### src/rtl/pid_chn_scheduler.sv
// pid_chn_scheduler: round-robin sequencer sharing one 3p3z PID core among NUM_CHN channels,
// one request in flight at a time over a valid/ready handshake with result timeout.
module pid_chn_scheduler #(
  parameter int DATA_WIDTH = 16,
  parameter int NUM_CHN = 4,
  parameter int TIMEOUT_CYC = 255,
  localparam int CHN_WIDTH = (NUM_CHN > 1) ? $clog2(NUM_CHN) : 1
) (
  input  logic                          clk,
  input  logic                          rst,
  input  logic [NUM_CHN-1:0]            rpm_valid_i,
  input  logic [NUM_CHN*DATA_WIDTH-1:0] rpm_data_i,
  input  logic                          ref_we_i,
  input  logic [CHN_WIDTH-1:0]          ref_chn_i,
  input  logic [DATA_WIDTH-1:0]         ref_data_i,
  input  logic                          clr_flags_i,
  output logic                          data_valid_o,
  output logic [CHN_WIDTH-1:0]          data_chn_o,
  output logic [DATA_WIDTH-1:0]         data_fdb_o,
  output logic [DATA_WIDTH-1:0]         data_ref_o,
  input  logic                          tready_i,
  input  logic                          u_valid_i,
  input  logic [CHN_WIDTH-1:0]          u_chn_i,
  output logic                          busy_o,
  output logic                          done_o,
  output logic [NUM_CHN-1:0]            overrun_o,
  output logic                          timeout_o
);
  localparam int TW = $clog2(TIMEOUT_CYC + 1);
  typedef enum logic [1:0] {IDLE, ISSUE, WAIT_U} state_t;
  state_t state;
  logic [NUM_CHN-1:0] pend, take_vec;
  logic [DATA_WIDTH-1:0] sample [NUM_CHN];
  logic [DATA_WIDTH-1:0] ref_r [NUM_CHN];
  logic [CHN_WIDTH-1:0] last_grant, gnt;
  logic [TW-1:0] cnt;
  logic any, take, hit, expire;
  // descending scan so the last hit written is the first pending channel after last_grant
  always_comb begin
    gnt = '0;
    any = 1'b0;
    for (int i = NUM_CHN; i >= 1; i--)
      if (pend[(int'(last_grant) + i) % NUM_CHN]) begin
        gnt = CHN_WIDTH'((int'(last_grant) + i) % NUM_CHN);
        any = 1'b1;
      end
  end
  assign take = (state == IDLE) && any;
  assign take_vec = take ? (NUM_CHN'(1) << gnt) : '0;
  assign hit = (state == WAIT_U) && u_valid_i && (u_chn_i == data_chn_o);
  assign expire = (state == WAIT_U) && !hit && (cnt == TW'(1));
  assign busy_o = (state != IDLE);
  always_ff @(posedge clk or posedge rst)
    if (rst) begin
      state <= IDLE;
      pend <= '0;
      last_grant <= CHN_WIDTH'(NUM_CHN - 1);
      cnt <= '0;
      data_valid_o <= 1'b0;
      data_chn_o <= '0;
      data_fdb_o <= '0;
      data_ref_o <= '0;
      done_o <= 1'b0;
      overrun_o <= '0;
      timeout_o <= 1'b0;
      for (int k = 0; k < NUM_CHN; k++) begin
        sample[k] <= '0;
        ref_r[k] <= '0;
      end
    end else begin
      // a fresh sample on the granted channel re-arms pend without counting as overrun
      pend <= (pend & ~take_vec) | rpm_valid_i;
      overrun_o <= (clr_flags_i ? '0 : overrun_o) | (rpm_valid_i & pend & ~take_vec);
      timeout_o <= (timeout_o & ~clr_flags_i) | expire;
      done_o <= hit;
      for (int k = 0; k < NUM_CHN; k++) begin
        if (rpm_valid_i[k]) sample[k] <= rpm_data_i[k*DATA_WIDTH +: DATA_WIDTH];
        if (ref_we_i && ref_chn_i == CHN_WIDTH'(k)) ref_r[k] <= ref_data_i;
      end
      case (state)
        IDLE: if (any) begin
          data_chn_o <= gnt;
          data_fdb_o <= sample[gnt];
          data_ref_o <= ref_r[gnt];
          last_grant <= gnt;
          data_valid_o <= 1'b1;
          state <= ISSUE;
        end
        ISSUE: if (tready_i) begin
          data_valid_o <= 1'b0;
          cnt <= TW'(TIMEOUT_CYC);
          state <= WAIT_U;
        end
        WAIT_U: begin
          cnt <= cnt - 1'b1;
          if (hit || expire) state <= IDLE;
        end
        default: state <= IDLE;
      endcase
    end
endmodule

### config.mk
export PLATFORM = sky130hd
export DESIGN_NAME = pid_chn_scheduler
export DESIGN_NICKNAME = d
export VERILOG_FILES = /design/src/rtl/pid_chn_scheduler.sv
export SDC_FILE = /design/constraint.sdc
export NUM_CORES = 1
export LEC_CHECK = 0
export ABC_AREA = 1
export BUFFER_PORTS_ARGS = -buffer_cell sky130_fd_sc_hd__clkbuf_2
export CORE_MARGIN = 10
export CORE_UTILIZATION = 50
export DETAILED_ROUTE_END_ITERATION = 10
export GPL_ROUTABILITY_DRIVEN = 1
export PLACE_DENSITY = 0.79
export SETUP_SLACK_MARGIN = 0.02
export SLEW_MARGIN = 15
export SYNTH_ARGS = -nofsm -noshare
export SYNTH_HDL_FRONTEND = slang
export SYNTH_SLANG_ARGS = --single-unit
### constraint.sdc
create_clock -name clk -period 5.55 [get_ports clk]
set_input_delay 0 -clock clk [delete_from_list [all_inputs] [get_ports clk]]
set_output_delay 0 -clock clk [all_outputs]
set_load 0.01 [all_outputs]
==> impl_summary.log, run 1 <==
INFO  metric timing.final.crit_share = 61.4%
INFO  metric whs_path_depth = 3
INFO  metric type_of_destination_of_the_critical_path = flop
INFO  metric worst_slew_margin_rel = 25.6%
INFO  metric cts_root_buffer = clkbuf_16
INFO  metric cp-start-kind = flop
INFO  metric power.clock.fraction = 21.7%
INFO  metric crit_fanout = 67
INFO  metric timing.fmax = 293 MHz
INFO  metric rrSetupSlack = 2.14 ns
INFO  metric floorplan.core_area = 16600 sq um
INFO  metric die_footprint = 22700 sq um
INFO  metric timing.final.setup_violations = 0
INFO  metric r2r-end = pend[1]
INFO  metric worstHoldEndpoint = sample[8]
INFO  metric hold_class = in2reg
INFO  metric pin_count = 136
INFO  metric max_cap_viol_count = 0
INFO  metric worst_ep_arrival_time = 3.71 ns
INFO  metric cts_max_path_buffers = 2
INFO  metric critical_path_required_time = 5.85 ns
INFO  metric cts_htree_levels = 4
INFO  metric slew_violations = 0
INFO  metric first_iter_violations = 976
INFO  metric vias = 7814
INFO  metric post-synth-top-count-cell = nand2_1
INFO  metric synthDominantAreaCellType = dfrtp_1
INFO  metric nets = 1346
INFO  metric grt_remaining_overflow = 0
INFO  metric ys_top_cells_by_area = dfrtp_1, nand2_1, o21ai_0, nand3_1, inv_1
INFO  metric clk_pin_slew = 0.07 ns
INFO  metric synth_seq_area_share = 54.2%
INFO  metric peakVddDrop = 444 uV
INFO  metric grt_first_pass_wirelength = 40000 um
INFO  metric power_report.internal_total = 0.00342 W
INFO  metric syn-mean-instance-area = 8.03 sq um
INFO  metric numCtsBuffers = 17
INFO  metric worst-r2r-cell-count = 11
INFO  metric totalWireLength = 24100 um
INFO  metric final_antenna_net_count = 0
INFO  metric power_per_cell_area = 581 nW/um^2
INFO  metric fin_setup_tns = 0 ns
INFO  metric synthesis.instances = 1064
INFO  metric fin_cells = 1485
INFO  metric place.detailed.instances = 1366
INFO  metric dr.pass1.iters = 5
INFO  metric syn2layout_area_growth = 26.3%
INFO  metric timing.setup.critical_path_class = reg2reg
INFO  metric run_status = completed
INFO  metric power_switching_share = 45.4%
INFO  metric clock-skew-final = 0.0100 ns
INFO  metric die_width = 151 um
INFO  metric vias_per_cell = 5.26
INFO  metric finalPower = 0.00627 W
INFO  metric worstReg2RegStart = last_grant[0]
INFO  metric placement_rows = 47
INFO  metric post-dp-hpwl = 14900 um
INFO  metric holdCritStartpoint = rpm_valid_i[3]
INFO  metric post-route-min-period = 3.41 ns
INFO  metric clock_sinks = 185
INFO  metric power.share.combinational = 48.8%
INFO  metric avgRoutedWirePerCell = 16.2 um
INFO  metric switching_power = 0.00285 W
INFO  metric synthTopCellsByCount = nand2_1, dfrtp_1, o21ai_0
INFO  metric finalHoldViolations = 0
INFO  metric starting_density = 51.3%
INFO  metric die_h = 151 um
INFO  metric layout.cell_area.non_filler = 10800 sq um
INFO  metric tritoncts = yes
INFO  metric cellLeakagePower = 5.75 nW
INFO  metric asyncSetResetFlopFracSynth = 100%
INFO  metric synth.lib_cells_used.distinct = 30
INFO  metric number_of_synthesized_flops_with_an_enable_pin = 0
INFO  metric port-buffer-count = 135
INFO  metric largest_net_degree_at_the_start_of_global_routing = 88
INFO  metric post-route-drc-count = 0
INFO  metric clkLatencyLatePin = 0.43 ns
INFO  metric ys_seq_elements = 185
INFO  metric track_usage = 21.8%
INFO  metric synth_top_area_share = 53.6%
INFO  metric first_global_vias = 7941
INFO  metric layout_cell_share_with_drive_strength_beyond_1 = 16.3%
INFO  metric gpl.final_weighted_congestion = 0.877
INFO  metric timing_worst_slew_pin_value = 1.11 ns
INFO  metric grt_setup_unrepaired = false
INFO  metric number_of_antenna_violations_at_the_first_check_in_global_routing = 2
INFO  metric placed_cell_area = 9260 sq um
INFO  metric synthesis.yosys.warnings = 0
INFO  metric sequentialPowerShare = 29.5%
INFO  metric synth.cell_area = 8540 sq um
INFO  metric dominantRegCellSynth = dfrtp_1
INFO  metric synth.net_count = 1160
==> metal layers <==
metal | vias to the layer above | share of wire [%] | track usage [%]
li1 | 3714 | - | -
met1 | 3700 | 42 | 28.0
met2 | 336 | 47 | 34.9
met3 | 64 | 6.7 | 3.87
met4 | 0 | 3.8 | 11.0
met5 | - | 0 | 0
==> cell type report <==
class,count,area [sq um]
antenna,2,5.00
clock buffer,21,470
clock inverter,11,191
fill,1323,5850
inverter,92,353
multi-input combinational,730,3310
sequential,185,4630
tap,220,275
timing repair buffer,224,1560
==> flip-flops by register name, summed over array words and instances (netlist names) <==
register and cells:
timeout_o 1, data_ref_o 16, last_grant 2, overrun_o 4
pend 4, data_valid_o 1, data_fdb_o 16, state 2
data_chn_o 2, cnt 8, ref_r 64, done_o 1
sample 64
==> power groups by stage <==
stage | logic (W) | clock network (W) | registers, W
2_1_floorplan | 0.00223 | 0 | 0.00187
3_3_place_gp | 0.00290 | 0 | 0.00185
3_5_place_dp | 0.00297 | 0 | 0.00186
4_1_cts | 0.00304 | 0.00136 | 0.00184
5_1_grt | 0.00346 | 0.00142 | 0.00188
6_report | 0.00306 | 0.00136 | 0.00185
==> cell families (layout without fill, tap and decap cells) <==
logic type               Yosys count  count (layout)  share of synthesized area, %
AND/OR/NAND/NOR                  591             591                          28.8
flip-flops                       185             185                          54.2
buffers and inverters            149             348                          7.37
AO/OA/AOI/OAI                    119             119                          7.06
multiplexers                      16              16                          2.11
adder cells (fa/ha/maj)            2               2                         0.293
XOR/XNOR                           2               2                         0.205
other                              0               2                             0
==> stage by stage <==
step	util [%]	hold WS (ns)	setup WS, ns
after CTS	64.7	0.0198	2.18
final	64.9	0.0350	2.14
after floorplan	-	0.107	0.525
after global placement	55.7	0.0496	2.32
after global routing	64.9	0.0449	1.88
after detailed placement	55.7	0.0591	2.18
==> worst max-delay path by stage <==
stage | start | slack [ns] | depth (start not counted) | endpoint
final | last_grant[0] | 2.14 | 11 | pend[1]
after global routing | last_grant[0] | 1.88 | 11 | pend[1]
after CTS | last_grant[0] | 2.18 | 11 | pend[1]
after detailed placement | last_grant[0] | 2.18 | 11 | pend[1]
after global placement | last_grant[0] | 2.32 | 11 | overrun_o[3]
after floorplan | rst | 0.52 | 1 | cnt[0]
==> timing repair <==
item / CTS / global route
hold buffers: 85 / 0
gates resized for setup: 0 / 0
endpoints found under the hold margin: 183 / 0
setup buffers: 0 / 0
==> cells in the final DEF (no fill, tap or decap), drive strengths merged <==
cell type and n:
bufinv 5, mux2 16, nor3 2, buf 4, a21oi 4, dfrtp 183, inv 92, nor2 20
nand2 455, dlygate4sd3 85, ha 2, nand3 92, clkbuf 156, nand4 4, o211ai 1, diode 2
clkinv 3, xor2 2, dfstp 2, nand3b 17, o21ai 112, o21bai 1, clkinvlp 3, o31ai 1
or2 1
==> worst max-delay path: stages, from the launching register on <==
cell	delay, ns
dfstp_2	0.63
inv_4	0.09
nand2_1	0.07
nand2_1	0.07
nand2_1	0.10
nand2_2	0.10
nand2_2	0.12
nand3_4	0.58
nand2_4	0.90
nand2_1	0.20
o21ai_0	0.27
nand2_1	0.09
Power figures use the tool's default switching activity.
==> run 2: changes to the inputs <==
--- a/config.mk
+++ b/config.mk
@@ -11,7 +11,7 @@
 export CORE_UTILIZATION = 50
 export DETAILED_ROUTE_END_ITERATION = 10
 export GPL_ROUTABILITY_DRIVEN = 1
-export PLACE_DENSITY = 0.79
+export PLACE_DENSITY = 0.82
 export SETUP_SLACK_MARGIN = 0.02
 export SLEW_MARGIN = 15
 export SYNTH_ARGS = -nofsm -noshare
==> constraint.sdc (replaced) <==
create_clock -name clk -period 3.1 [get_ports clk]
set_input_delay 0 -clock clk [delete_from_list [all_inputs] [get_ports clk]]
set_output_delay 0 -clock clk [all_outputs]
set_load 0.01 [all_outputs]
==> run 2 against run 1 <==
Net effect: total power increased by 76%; flip-flop and latch count unchanged; via count rose by 2.0%; combinational power up 84%; register-to-register slack worse by 1.6 ns; clock skew grew 0.0050 ns; clock power up 54%; routed wire length is 3.3% higher; worst setup slack got worse by 1.6 ns; die area stayed put; sequential share of layout area increased by 0.10 points; critical path type unchanged; largest power group unchanged; highest routed layer unchanged.
==> impl_summary.log, run 2 (synthesis gave the netlist of run 1 again) <==
INFO  metric nets = 1354 (+0.59%)
INFO  metric starting_density = 51.3% (unchanged)
INFO  metric place.detailed.instances = 1374 (+0.59%)
INFO  metric cpMaxStageDelayCell = dfstp_2
INFO  metric die_footprint = 22700 sq um (unchanged)
INFO  metric die_h = 151 um (unchanged)
INFO  metric cts-hold-fix-buffers = 85 (unchanged)
INFO  metric cts_setup_buffers = 0 (unchanged)
INFO  metric layout_cell_share_with_drive_strength_beyond_1 = 16.8% (+0.45 points)
INFO  metric tritoncts = yes
INFO  metric post-dp-hpwl = 15200 um (+1.9%)
INFO  metric placed_cell_area = 9350 sq um (+0.91%)
INFO  metric cellLeakagePower = 5.74 nW (-0.13%)
INFO  metric cts_max_path_buffers = 2 (unchanged)
INFO  metric power_switching_share = 46.7% (+1.3 points)
INFO  metric pin_count = 136 (unchanged)
INFO  metric crit_fanout = 42 (-37%)
INFO  metric hold_class = in2reg
INFO  metric timing.setup.critical_path_class = reg2reg
INFO  metric critPathMostFrequentCell = nand2_1
INFO  metric peakVddDrop = 752 uV (+69%)
INFO  metric clk_pin_slew = 0.08 ns (about the same)
INFO  metric critPathBufInv = 2 (+1)
INFO  metric clock-skew-final = 0.0150 ns (+0.00498 ns)
INFO  metric clock_sinks = 185 (unchanged)
INFO  metric placement_rows = 47 (unchanged)
INFO  metric timing.final.crit_share = 83.3% (+22 points)
INFO  metric post-route-drc-count = 0 (unchanged)
INFO  metric type_of_destination_of_the_critical_path = flop
INFO  metric reg.largest.list = ref_r x64, sample x64
INFO  metric first_iter_violations = 832 (-15%)
INFO  metric final_antenna_net_count = 0 (unchanged)
INFO  metric timing.fmax = 387 MHz (+32%)
INFO  metric grt_remaining_overflow = 0 (unchanged)
INFO  metric switching_power = 0.00517 W (+81%)
INFO  metric number_of_antenna_violations_at_the_first_check_in_global_routing = 3 (+1)
INFO  metric layout.filler_cells = 1308 (-1.1%)
INFO  metric critical_path_required_time = 3.47 ns (-2.38 ns)
INFO  metric leading_cell_type_in_the_layout_fill_and_taps_excluded = nand2_1
INFO  metric max_cap_viol_count = 0 (unchanged)
INFO  metric cts_root_buffer = clkbuf_16
INFO  metric dr.pass1.iters = 6 (+1)
INFO  metric clkLatencyLatePin = 0.44 ns (about the same)
INFO  metric cp.depth = 15 (+4)
INFO  metric whs_path_depth = 3 (unchanged)
INFO  metric totalWireLength = 24900 um (+3.3%)
INFO  metric numCtsBuffers = 17 (unchanged)
INFO  metric power.clock.fraction = 19.0% (-2.7 points)
INFO  metric gpl.final_weighted_congestion = 0.897 (+2.2%)
INFO  metric track_usage = 22.1% (+0.26 points)
INFO  metric final-seq-area = 4630 sq um (unchanged)
INFO  metric cts_htree_levels = 4 (unchanged)
INFO  metric vias_per_cell = 5.33 (+1.3%)
INFO  metric timing.final.setup_violations = 0 (unchanged)
INFO  metric cts_repair_resize_count = 0 (unchanged)
INFO  metric power_per_cell_area = 1030 nW/um^2 (+77%)
INFO  metric cp_slowest_stage_delay = 0.62 ns (-0.28 ns)
INFO  metric worst_slew_margin_rel = 31.2% (+5.5 points)
INFO  metric worst-r2r-cell-count = 15 (+4)
INFO  metric port-buffer-count = 135 (unchanged)
INFO  metric cell_family_contributing_the_most_delay_on_the_critical_path = simple AND/OR/NAND/NOR gates
INFO  metric finalHoldViolations = 0 (unchanged)
INFO  metric floorplan.core_area = 16600 sq um (unchanged)
INFO  metric post-route-min-period = 2.58 ns (-0.825 ns)
INFO  metric sequentialPowerShare = 30.1% (+0.6 points)
INFO  metric layout.cell_area.non_filler = 10800 sq um (-0.23%)
INFO  metric avgRoutedWirePerCell = 16.6 um (+2.6%)
INFO  metric worst_ep_arrival_time = 2.96 ns (-0.75 ns)
INFO  metric cp-start-kind = flop
INFO  metric syn2layout_area_growth = 26.0%
INFO  metric power_report.internal_total = 0.00589 W (+72%)
INFO  metric die_width = 151 um (unchanged)
INFO  metric fin_cells = 1495 (+0.67%)
INFO  metric largest_net_degree_at_the_start_of_global_routing = 186 (+110%)
INFO  metric mostFrequentLayoutCells = nand2_1, dfrtp_1, clkbuf_2, o21ai_0, nand3_1
INFO  metric run_status = completed
INFO  metric critical_path.cell_chain = inv_4 > nand2_1 > nand2_1 > nand2_1 > nand2_2 > nand2_2 > nand3_4 > nand2_4 > buf_12 > nand2_1 > nand2_1 > nand2_1 > nand2_1 > nand2_1 > nand2_1
INFO  metric power.share.combinational = 51.0% (+2.2 points)
INFO  metric grt_first_pass_wirelength = 40100 um (+0.26%)
INFO  metric final_util = 64.7% (-0.15 points)
INFO  metric timing_worst_slew_pin_value = 1.03 ns (-0.0811 ns)
INFO  metric fin_setup_tns = 0 ns (unchanged)
INFO  metric first_global_vias = 7904 (-0.47%)
INFO  metric slew_violations = 0 (unchanged)
INFO  metric grt_setup_unrepaired = false
INFO  metric multiInputGateArea = 3300 sq um (-0.30%)
INFO  metric vias = 7968 (+2.0%)
[run 2: routing by layer]
metal	global-route usage (%)	vias to the layer above	routed length, um
met1	27.9	3727	9890
met5	0	-	0
li1	-	3745	-
met3	5.31	85	2300
met4	11.2	0	1070
met2	34.8	411	11600
[run 2: final cells by class]
cell class                      count  area share, %
Clock buffer                       18           4.08
Multi-Input combinational cell    730           30.6
Timing Repair Buffer              232           15.2
Clock inverter                     14           1.14
Inverter                           92           3.26
Sequential cell                   185           43.0
Tap cell                          220           2.56
Antenna cell                        4         0.0929
[run 2: power groups by stage]
stage / combinational, W / sequential (W) / clock, W
after floorplan: 0.00400 / 0.00335 / 0
after global placement: 0.00528 / 0.00333 / 0
after detailed placement: 0.00539 / 0.00335 / 0
after CTS: 0.00554 / 0.00331 / 0.00209
after global routing: 0.00632 / 0.00338 / 0.00222
final: 0.00563 / 0.00333 / 0.00209
[run 2: worst paths after layout]
check | slack [ns] | to | start
worst min register to register | 0.48 | ref_r[52] | ref_r[52]
worst max register to register | 0.52 | data_ref_o[10] | last_grant[0]
worst min-delay path | 0.02 | sample[8] | rpm_valid_i[3]
min in group asynchronous | 0.37 | sample[20] | rst
max in group asynchronous | 2.00 | ref_r[56] | rst
worst max-delay path | 0.52 | data_ref_o[10] | last_grant[0]
[run 2: stage by stage]
step	power, W	hold WS, ns	setup slack, ns
final	0.0111	0.0242	0.517
after detailed placement	0.00873	0.212	0.595
after global placement	0.00861	0.208	0.682
after floorplan	0.00735	0.107	0.723
after global routing	0.0119	0.0447	0.299
after CTS	0.0109	0.0165	0.550
[run 2: worst min-delay path: stages]
cell	delay, ns
clkbuf_2	0.26
nand2_1	0.12
nand2_1	0.05
==> run 3: changes to the inputs <==
--- a/config.mk
+++ b/config.mk
@@ -11,7 +11,7 @@
 export CORE_UTILIZATION = 50
 export DETAILED_ROUTE_END_ITERATION = 10
 export GPL_ROUTABILITY_DRIVEN = 1
-export PLACE_DENSITY = 0.82
+export PLACE_DENSITY = 0.79
 export SETUP_SLACK_MARGIN = 0.02
 export SLEW_MARGIN = 15
 export SYNTH_ARGS = -nofsm -noshare
==> constraint.sdc (replaced) <==
create_clock -name clk -period 2.6 [get_ports clk]
set_input_delay 0 -clock clk [delete_from_list [all_inputs] [get_ports clk]]
set_output_delay 0 -clock clk [all_outputs]
set_load 0.01 [all_outputs]
==> run 3 against run 2 <==
Net effect: maximum frequency rose by 11%; sequential share of layout area is 0.43 points lower; non-clock buffer count rose by 8; sequential power up 19%; flip-flop and latch count unchanged; combinational power increased by 25%; routed wire length shrank 0.46%; clock-buffer cell count decreased by 1; via count fell by 0.73%; die area did not move; clock skew fell by 0.0051 ns; clock power rose by 24%; critical path type unchanged.
==> impl_summary.log, run 3 (synthesis gave the netlist of run 1 again) <==
INFO  metric cts_root_buffer = clkbuf_16
INFO  metric cts_max_path_buffers = 2 (unchanged)
INFO  metric nets = 1362 (+0.59%)
INFO  metric cts_htree_levels = 4 (unchanged)
INFO  metric fin_worst_setup_slack = 0.278 ns (-0.239 ns)
INFO  metric cp.depth = 15 (unchanged)
INFO  metric vias = 7910 (-0.73%)
INFO  metric critical_path.cell_chain = inv_4 > nand2_1 > nand2_1 > nand2_1 > nand2_2 > nand2_2 > nand2_2 > nand2_4 > buf_4 > nand3_1 > nand2_1 > nand2_1 > nand2_1 > nand2_1 > nand2_1
INFO  metric cp-start-kind = flop
INFO  metric vias_per_cell = 5.26 (-1.3%)
INFO  metric reg.largest.list = ref_r x64, sample x64
INFO  metric hold_class = in2reg
INFO  metric grt_setup_unrepaired = false
INFO  metric critical_path_required_time = 2.98 ns (-0.49 ns)
INFO  metric cp_slowest_stage_delay = 0.63 ns (about the same)
INFO  metric leading_cell_type_in_the_layout_fill_and_taps_excluded = nand2_1
INFO  metric power_per_cell_area = 1250 nW/um^2 (+22%)
INFO  metric timing.final.setup_violations = 0 (unchanged)
INFO  metric pin_count = 136 (unchanged)
INFO  metric final-seq-area = 4630 sq um (unchanged)
INFO  metric worst_ep_arrival_time = 2.70 ns (-0.26 ns)
INFO  metric slew_violations = 0 (unchanged)
INFO  metric fin_cells = 1504 (+0.60%)
INFO  metric switching_power = 0.00635 W (+23%)
INFO  metric post-route-drc-count = 0 (unchanged)
INFO  metric totalWireLength = 24700 um (-0.46%)
INFO  metric port-buffer-count = 135 (unchanged)
INFO  metric first_global_vias = 7864 (-0.51%)
INFO  metric largest_net_degree_at_the_start_of_global_routing = 84 (-55%)
INFO  metric die_footprint = 22700 sq um (unchanged)
INFO  metric type_of_destination_of_the_critical_path = flop
INFO  metric layout.filler_cells = 1340 (+2.4%)
INFO  metric tritoncts = yes
INFO  metric track_usage = 22.1% (+0.030 points)
INFO  metric power_report.internal_total = 0.00721 W (+22%)
INFO  metric worst_slew_margin_rel = 29.3% (-1.9 points)
INFO  metric clk_pin_slew = 0.07 ns (about the same)
INFO  metric timing.fmax = 431 MHz (+11%)
INFO  metric power_switching_share = 46.8% (+0.10 points)
INFO  metric layout_cell_share_with_drive_strength_beyond_1 = 17.3% (+0.52 points)
INFO  metric timing.final.crit_share = 89.3% (+6.0 points)
INFO  metric worst-r2r-cell-count = 15 (unchanged)
INFO  metric worstReg2RegStart = last_grant[0]
INFO  metric dr.pass1.iters = 5 (-1)
INFO  metric critical_path.startpoint = last_grant[0]
INFO  metric place.detailed.instances = 1382 (+0.58%)
INFO  metric syn2layout_area_growth = 27.3%
INFO  metric timing_worst_slew_pin_value = 1.06 ns (+0.0285 ns)
INFO  metric floorplan.core_area = 16600 sq um (unchanged)
INFO  metric timing.setup.critical_path_class = reg2reg
INFO  metric cpMaxStageDelayCell = dfstp_2
INFO  metric critPathMostFrequentCell = nand2_1
INFO  metric grt_remaining_overflow = 0 (unchanged)
INFO  metric finalHoldViolations = 0 (unchanged)
INFO  metric cellLeakagePower = 5.80 nW (+0.97%)
INFO  metric cell_family_contributing_the_most_delay_on_the_critical_path = simple AND/OR/NAND/NOR gates
INFO  metric crit_fanout = 27 (-36%)
INFO  metric numCtsBuffers = 17 (unchanged)
INFO  metric peakVddDrop = 1160 uV (+54%)
INFO  metric power.clock.fraction = 19.1% (about the same)
INFO  metric r2r-end = data_fdb_o[10]
INFO  metric cts_setup_buffers = 0 (unchanged)
INFO  metric max_cap_viol_count = 0 (unchanged)
INFO  metric sequentialPowerShare = 29.3% (-0.8 points)
INFO  metric starting_density = 51.3% (unchanged)
INFO  metric multiInputGateArea = 3300 sq um (unchanged)
INFO  metric power.share.combinational = 51.7% (+0.7 points)
INFO  metric post-dp-hpwl = 15500 um (+2.0%)
INFO  metric worstSetupEndpoint = data_fdb_o[10]
INFO  metric final_antenna_net_count = 0 (unchanged)
INFO  metric die_h = 151 um (unchanged)
INFO  metric mostFrequentLayoutCells = nand2_1, dfrtp_1, clkbuf_2, o21ai_0, nand3_1
INFO  metric gpl.final_weighted_congestion = 0.959 (+6.9%)
INFO  metric critPathBufInv = 2 (unchanged)
INFO  metric run_status = completed
INFO  metric clock-skew-final = 0.00989 ns (-0.00509 ns)
INFO  metric number_of_antenna_violations_at_the_first_check_in_global_routing = 5 (+2)
INFO  metric clkLatencyLatePin = 0.44 ns (about the same)
INFO  metric rrSetupSlack = 0.28 ns (-0.24 ns)
INFO  metric clock_sinks = 185 (unchanged)
INFO  metric die_width = 151 um (unchanged)
INFO  metric avgRoutedWirePerCell = 16.4 um (-1.1%)
INFO  metric fin_setup_tns = 0 ns (unchanged)
INFO  metric placement_rows = 47 (unchanged)
INFO  metric grt_first_pass_wirelength = 40100 um (about the same)
INFO  metric dp_worst_setup_slack = 0.392 ns (-0.203 ns)
INFO  metric first_iter_violations = 778 (-6.5%)
INFO  metric post-route-min-period = 2.32 ns (-0.261 ns)
==> run 3: how the worst min path moves through the flow <==
stage,from,to,slack (ns),depth (start not counted)
2_1_floorplan,rpm_valid_i[0],pend[0],0.11,2
4_1_cts,rpm_valid_i[3],sample[9],0.05,3
5_1_grt,rpm_valid_i[3],sample[14],0.1,3
3_3_place_gp,rst,sample[23],0.01,2
6_report,rpm_valid_i[3],sample[13],0.07,3
3_5_place_dp,rst,sample[23],0.02,2
==> run 3: tightest hold or removal path, cell delays in order <==
cell and delay [ns]:
clkbuf_2 0.29, nand2_1 0.14, nand2_1 0.04
==> run 3: metrics by stage <==
step / hold WS (ns) / util, % / total power, W / cell area [sq um]
2_1_floorplan: 0.107 / - / 0.00877 / 8550
5_1_grt: 0.0970 / 65.4 / 0.0146 / 10900
3_5_place_dp: 0.0191 / 56.7 / 0.0107 / 9430
6_report: 0.0666 / 65.4 / 0.0136 / 10900
4_1_cts: 0.0530 / 65.3 / 0.0134 / 10900
3_3_place_gp: 0.0137 / 56.7 / 0.0106 / 9430
==> run 3: power by group through the flow <==
| stage | logic [W] | registers [W] | clock network, W |
|---|---|---|---|
| after floorplan | 0.00477 | 0.00400 | 0 |
| after global placement | 0.00657 | 0.00399 | 0 |
| after detailed placement | 0.00672 | 0.00400 | 0 |
| after CTS | 0.00689 | 0.00396 | 0.00260 |
| after global routing | 0.00781 | 0.00404 | 0.00273 |
| final | 0.00701 | 0.00397 | 0.00259 |
==> run 3: timing repair <==
item	CTS	global route
gates resized for setup	0	0
hold endpoints to repair	267	0
hold buffers	85	0
==> run 3: area by class of cell <==
class | count | area share, %
inverter | 92 | 3.23
tap | 220 | 2.53
clock buffer | 17 | 3.91
sequential | 185 | 42.6
timing repair buffer | 240 | 15.9
antenna | 5 | 0.115
clock inverter | 15 | 1.45
multi-input combinational | 730 | 30.3
==> run 3: per-layer routing <==
| layer | global-route usage (%) | wire, um | up-vias |
|---|---|---|---|
| met4 | 11.7 | 1010 | 0 |
| met3 | 4.47 | 1610 | 80 |
| met2 | 35.4 | 11800 | 340 |
| met1 | 27.8 | 10300 | 3734 |
| met5 | 0 | 0 | - |
| li1 | - | - | 3756 |
